## config.mk

```make
export PLATFORM = sky130hd
export DESIGN_NAME = game_tick_scheduler
export DESIGN_NICKNAME = d
export VERILOG_FILES = /design/src/rtl/game_timing_pkg.sv /design/src/rtl/move_interval_counter.sv /design/src/rtl/game_tick_scheduler.sv
export SDC_FILE = /design/constraint.sdc
export NUM_CORES = 1
export LEC_CHECK = 0
export CAP_MARGIN = 20
export CORE_ASPECT_RATIO = 1.5
export CORE_UTILIZATION = 45
export DETAILED_ROUTE_END_ITERATION = 10
export SKIP_LAST_GASP = 1
export SLEW_MARGIN = 20
export SYNTH_ARGS = -nofsm -noshare
export SYNTH_HDL_FRONTEND = slang
export SYNTH_SLANG_ARGS = --single-unit
```

## constraint.sdc

```tcl
create_clock -name clock_25 -period 11.44 [get_ports clock_25]
set_clock_uncertainty 0.15 [all_clocks]
set_input_delay 1.144 -clock clock_25 [delete_from_list [all_inputs] [get_ports clock_25]]
set_output_delay 1.144 -clock clock_25 [all_outputs]
set_load 0.01 [all_outputs]
```

## src/rtl/game_timing_pkg.sv

```systemverilog
// Shared timing constants, state encoding and speed-level helper for the
// game tick scheduler and its move-interval counter.
package game_timing_pkg;

    localparam int CLK_FREQ_HZ     = 25_000_000;
    localparam int BASE_PERIOD_DEF = CLK_FREQ_HZ / 2;
    localparam int STEP_PERIOD_DEF = BASE_PERIOD_DEF / 10;
    localparam int MAX_LEVEL_DEF   = 7;
    localparam int LEVEL_SHIFT_DEF = 2;
    localparam int MOVE_BITS_DEF   = 24;
    localparam int SEC_MAX_DEF     = 999;

    typedef enum logic [1:0] {
        ST_IDLE  = 2'd0,
        ST_RUN   = 2'd1,
        ST_PAUSE = 2'd2,
        ST_OVER  = 2'd3
    } game_state_e;

    // Speed level derived from the score, saturated at max_level.
    function automatic logic [2:0] level_of(input logic [7:0] score,
                                            input int shift,
                                            input int max_level);
        logic [7:0] lvl;
        lvl = score >> shift;
        if (int'(lvl) > max_level) return 3'(max_level);
        return lvl[2:0];
    endfunction

endpackage

```

## src/rtl/move_interval_counter.sv

```systemverilog
// Free-running interval counter with loadable terminal value; holds when
// disabled and flags the terminal cycle, wrapping to zero on it.
module move_interval_counter #(
    parameter int MOVE_BITS = 24
) (
    input  logic                 clock_25,
    input  logic                 reset,
    input  logic                 clear,
    input  logic                 enable,
    input  logic [MOVE_BITS-1:0] period_m1,
    output logic                 terminal
);

    logic [MOVE_BITS-1:0] count_q, count_d;

    // >= rather than == so a shortened period can never be overrun.
    assign terminal = enable && (count_q >= period_m1);

    always_comb begin
        count_d = count_q;
        if (clear)
            count_d = '0;
        else if (enable)
            count_d = terminal ? '0 : count_q + 1'b1;
    end

    always_ff @(posedge clock_25 or negedge reset) begin
        if (!reset) count_q <= '0;
        else        count_q <= count_d;
    end

endmodule

```

## src/rtl/game_tick_scheduler.sv

```systemverilog
// Run/pause/over sequencer: drives the 1 s divider, counts elapsed seconds
// and issues the score-dependent snake move pulse.
module game_tick_scheduler
    import game_timing_pkg::*;
#(
    parameter int BASE_PERIOD = BASE_PERIOD_DEF,
    parameter int STEP_PERIOD = STEP_PERIOD_DEF,
    parameter int MAX_LEVEL   = MAX_LEVEL_DEF,
    parameter int LEVEL_SHIFT = LEVEL_SHIFT_DEF,
    parameter int MOVE_BITS   = MOVE_BITS_DEF,
    parameter int SEC_MAX     = SEC_MAX_DEF
) (
    input  logic       clock_25,
    input  logic       reset,
    input  logic       start_game,
    input  logic       pause_toggle,
    input  logic       game_over,
    input  logic [7:0] score,
    input  logic       time_tik,
    output logic       div_start,
    output logic       div_sync_reset,
    output logic       move_tick,
    output logic [9:0] elapsed_sec,
    output logic [2:0] speed_level,
    output logic       running
);

    generate
        if (BASE_PERIOD <= MAX_LEVEL * STEP_PERIOD || MAX_LEVEL > 7 ||
            BASE_PERIOD - 1 >= 2 ** MOVE_BITS) begin : g_bad_params
            $error("game_tick_scheduler: invalid period/level parameters");
        end
    endgenerate

    game_state_e          state_q, state_d;
    logic [2:0]           level_q, level_d;
    logic [9:0]           sec_q, sec_d;
    logic                 tik_prev_q, tik_prev_d;
    logic                 move_tick_q, move_tick_d;
    logic                 running_q, running_d;
    logic                 div_start_q, div_start_d;
    logic                 div_sync_reset_q, div_sync_reset_d;
    logic                 cnt_clear;
    logic                 run_adv;
    logic                 terminal;
    logic                 tik_rise;
    logic [MOVE_BITS-1:0] period_m1;

    // Advancing only when no higher-priority event claims this cycle.
    assign run_adv   = (state_q == ST_RUN) && !game_over && !pause_toggle;
    assign tik_rise  = time_tik & ~tik_prev_q;
    assign period_m1 = MOVE_BITS'(BASE_PERIOD - int'(level_q) * STEP_PERIOD - 1);

    move_interval_counter #(.MOVE_BITS(MOVE_BITS)) u_move_cnt (
        .clock_25  (clock_25),
        .reset     (reset),
        .clear     (cnt_clear),
        .enable    (run_adv),
        .period_m1 (period_m1),
        .terminal  (terminal)
    );

    always_comb begin
        state_d     = state_q;
        level_d     = level_q;
        sec_d       = sec_q;
        tik_prev_d  = 1'b0;
        move_tick_d = 1'b0;
        cnt_clear   = 1'b0;
        case (state_q)
            ST_IDLE, ST_OVER: begin
                if (start_game) begin
                    state_d   = ST_RUN;
                    cnt_clear = 1'b1;
                    sec_d     = '0;
                    level_d   = level_of(score, LEVEL_SHIFT, MAX_LEVEL);
                end
            end
            ST_RUN: begin
                tik_prev_d = time_tik;
                if (game_over)
                    state_d = ST_OVER;
                else if (pause_toggle)
                    state_d = ST_PAUSE;
                else begin
                    if (terminal) begin
                        move_tick_d = 1'b1;
                        level_d     = level_of(score, LEVEL_SHIFT, MAX_LEVEL);
                    end
                    if (tik_rise && sec_q < 10'(SEC_MAX))
                        sec_d = sec_q + 10'd1;
                end
            end
            ST_PAUSE: begin
                if (game_over)
                    state_d = ST_OVER;
                else if (pause_toggle)
                    state_d = ST_RUN;
            end
            default: state_d = ST_IDLE;
        endcase
        running_d        = (state_d == ST_RUN);
        div_start_d      = (state_d == ST_RUN);
        div_sync_reset_d = (state_d == ST_IDLE) || (state_d == ST_OVER);
    end

    always_ff @(posedge clock_25 or negedge reset) begin
        if (!reset) begin
            state_q          <= ST_IDLE;
            level_q          <= '0;
            sec_q            <= '0;
            tik_prev_q       <= 1'b0;
            move_tick_q      <= 1'b0;
            running_q        <= 1'b0;
            div_start_q      <= 1'b0;
            div_sync_reset_q <= 1'b1;
        end else begin
            state_q          <= state_d;
            level_q          <= level_d;
            sec_q            <= sec_d;
            tik_prev_q       <= tik_prev_d;
            move_tick_q      <= move_tick_d;
            running_q        <= running_d;
            div_start_q      <= div_start_d;
            div_sync_reset_q <= div_sync_reset_d;
        end
    end

    assign div_start      = div_start_q;
    assign div_sync_reset = div_sync_reset_q;
    assign move_tick      = move_tick_q;
    assign elapsed_sec    = sec_q;
    assign speed_level    = level_q;
    assign running        = running_q;

endmodule

```

==> results.json <==
{
  "status": "finished, final reports clean",
  "critPathMaxFanout": 28,
  "synth.net_count": 513,
  "die_w_um": 78.1,
  "clk_pin_slew_ns": 0.06,
  "cp_num_buf_inv": 3,
  "route.detailed.drc": 0,
  "rr_worst_depth": 18,
  "slew_headroom": 0.412,
  "rows": 41,
  "max_freq_mhz": 175,
  "clk_latency_ns": 0.29,
  "tritoncts": "built",
  "switching_share": 0.486,
  "cpPeakStageDelay_ns": 0.75,
  "syn_area_per_cell_um2": 8.49,
  "synth_cell_type_count": 67,
  "ys_async_sr_fraction": 1.00,
  "crit_chain": "inv_2, ha_1, inv_1, ha_1, inv_1, fa_1, nor2b_1, nand4_1, nand4_1, nor3_1, o211ai_1, ha_1, nand4_1, nor3_1, o311ai_1, o211ai_4, nor2_1, a221o_1",
  "netlist_instances": 460,
  "post-dp-hpwl_um": 7160,
  "hp-class": "reg -> reg",
  "powerDensity_nw_per_um2": 260,
  "cp_top_family": "simple AND/OR/NAND/NOR gates",
  "cts_setup_buffers": 0,
  "cts_htree_levels": 2,
  "clock_path_buffers": 2,
  "gp_congestion": 0.858,
  "coreArea_um2": 8410,
  "grt_pass1_vias": 3377,
  "cts-root-buf": "clkbuf_16",
  "numClockSinks": 43,
  "cts_buffers": 5,
  "die_h_um": 116,
  "start_util": 0.464,
  "report.final.slew_viol_count": 0,
  "whs_endpoint": "u_move_cnt.count_q[0]",
  "wl_per_cell_um": 16.5,
  "synth_ff_type": "dfrtp_1",
  "ctsResizeCount": 0,
  "grt_overflow": 0,
  "startpoint_type": "flop",
  "vias": 3520,
  "ys_seq_area_frac": 0.276,
  "yosysWarningCount": 0,
  "vdd_drop_max_v": 0.000125,
  "grt_antenna_before_repair": 0,
  "totalWireLength_um": 9710,
  "drive_gt1_frac": 0.0582,
  "critical_path.reg2reg.startpoint": "speed_level[0]",
  "fill_cells": 837,
  "postCtsHoldBufs": 0,
  "grt_first_pass_wirelength_um": 16000,
  "dieArea_um2": 9060,
  "hold_ws_ns": 0.376,
  "port_buffers": 28,
  "rsz0062_at_grt": "no",
  "viasPerCell": 5.99,
  "end_kind": "flop",
  "seqPwrFrac": 0.186,
  "power_switching_uw": 558,
  "timing.rr.end": "u_move_cnt.count_q[3]",
  "drtIter0Drc": 162,
  "tightest_slew_ns": 0.875,
  "detail-route-antenna-nets": 0,
  "grt_usage": 0.223,
  "crit_slowest_cell": "dfrtp_1",
  "finalCriticalPeriod_ns": 5.71,
  "p_leak_uw": 0.00185,
  "required_ns": 11.46,
  "synth-edff-count": 0,
  "cp.arrival_ns": 5.73,
  "worstSetupPathType": "reg -> reg",
  "combPwrFrac": 0.686,
  "ios": 31,
  "power.internal_uw": 590,
  "reg2reg_setup_slack_ns": 5.73,
  "nNetsFinal": 533,
  "clkPwrFrac": 0.128,
  "fin_tns_setup_ns": 0,
  "area_delta_synth_final_pct": 12.9,
  "grt_max_degree": 44,
  "synth_area_um2": 3910,
  "drv_cap": 0,
  "synth-seq-cells": 43,
  "dr.pass1.iters": 4,
  "antenna_cells": 0,
  "hold_viol_final": 0,
  "hold_depth": 1,
  "report.final.setup_viol": 0,
  "min_from": "u_move_cnt.count_q[0]",
  "timing.final.crit_share": 0.499
}
-- through the flow --
step | power, uW | cell area [um2] | cells | setup WS, ns | util
after CTS | 1150 | 4410 | 588 | 5.64 | 0.524
after floorplan | 803 | 3910 | 460 | 6.36 | -
after global routing | 1260 | 4410 | 588 | 5.28 | 0.524
after global placement | 980 | 4260 | 580 | 5.69 | 0.506
final | 1150 | 4410 | 588 | 5.73 | 0.524
after detailed placement | 997 | 4260 | 580 | 5.67 | 0.506
-- synth_stat cells, types with 11 or more instances --
library cell	number	share of area
a21oi_1	18	0.023
a31oi_1	16	0.026
dfrtp_1	42	0.27
ha_1	37	0.12
inv_1	24	0.023
nand2_1	42	0.040
nand3_1	22	0.028
nand4_1	15	0.024
nor2_1	22	0.021
nor3_1	18	0.023
o21ai_0	11	0.014
o21ai_1	18	0.023
xnor2_1	14	0.031
-- how the worst max path moves through the flow --
stage,from,to,slack [ns],cells after the start
after global routing,speed_level[0],u_move_cnt.count_q[5],5.28,18
after detailed placement,speed_level[0],u_move_cnt.count_q[3],5.67,18
after floorplan,speed_level[0],u_move_cnt.count_q[5],6.36,19
after CTS,speed_level[0],u_move_cnt.count_q[3],5.64,18
final,speed_level[0],u_move_cnt.count_q[3],5.73,18
after global placement,speed_level[0],u_move_cnt.count_q[3],5.69,18
-- power by group through the flow --
stage	Combinational (uW)	Clock [uW]	Sequential [uW]
finish	788	148	214
global route	881	158	219
CTS	788	151	214
detailed placement	780	0	217
global placement	765	0	215
floorplan	590	0	213
-- cells in the final DEF (no fill, tap or decap), drive strengths merged, types with 8 or more instances in the layout --
cell type       n
or4             9
a21oi          20
a31oi          16
nor3           18
o211ai          9
mux2i           9
a21o            8
inv            26
nand2          42
xnor2          15
nand3          22
nand4          15
ha             37
clkdlybuf4s50  27
dfrtp          42
o21ai          30
nor4           10
nor2           22
-- registers in the layout, summed over array words and instances (netlist names) --
signal	flops
u_move_cnt.count_q	24
elapsed_sec	10
speed_level	3
state_q	2
div_start	1
div_sync_reset	1
move_tick	1
tik_prev_q	1
-- final cells by class --
class | count | area, um2 | share of cell area
Sequential cell | 43 | 1080 | 0.244
Clock inverter | 1 | 8.76 | 0.00199
Inverter | 26 | 97.6 | 0.0221
Multi-Input combinational cell | 372 | 2640 | 0.599
Timing Repair Buffer | 32 | 308 | 0.0698
Tap cell | 107 | 134 | 0.0304
Clock buffer | 7 | 143 | 0.0323
-- per-layer routing --
metal / wire [um] / track usage / vias to the layer above
met5: 0 / 0 / -
met4: 153 / 0.0852 / 0
met3: 221 / 0.0336 / 9
met2: 4820 / 0.395 / 47
met1: 4520 / 0.271 / 1678
li1: - / - / 1786
-- cells by family after synthesis --
| logic type | after synthesis | synth area share |
|---|---|---|
| flops | 43 | 0.276 |
| mux | 10 | 0.0259 |
| compound gates | 130 | 0.244 |
| simple gates | 171 | 0.226 |
| fa+ha+maj | 39 | 0.129 |
| buf+inv | 45 | 0.0477 |
| xor+xnor | 22 | 0.0513 |
Power figures use the tool's default switching activity.
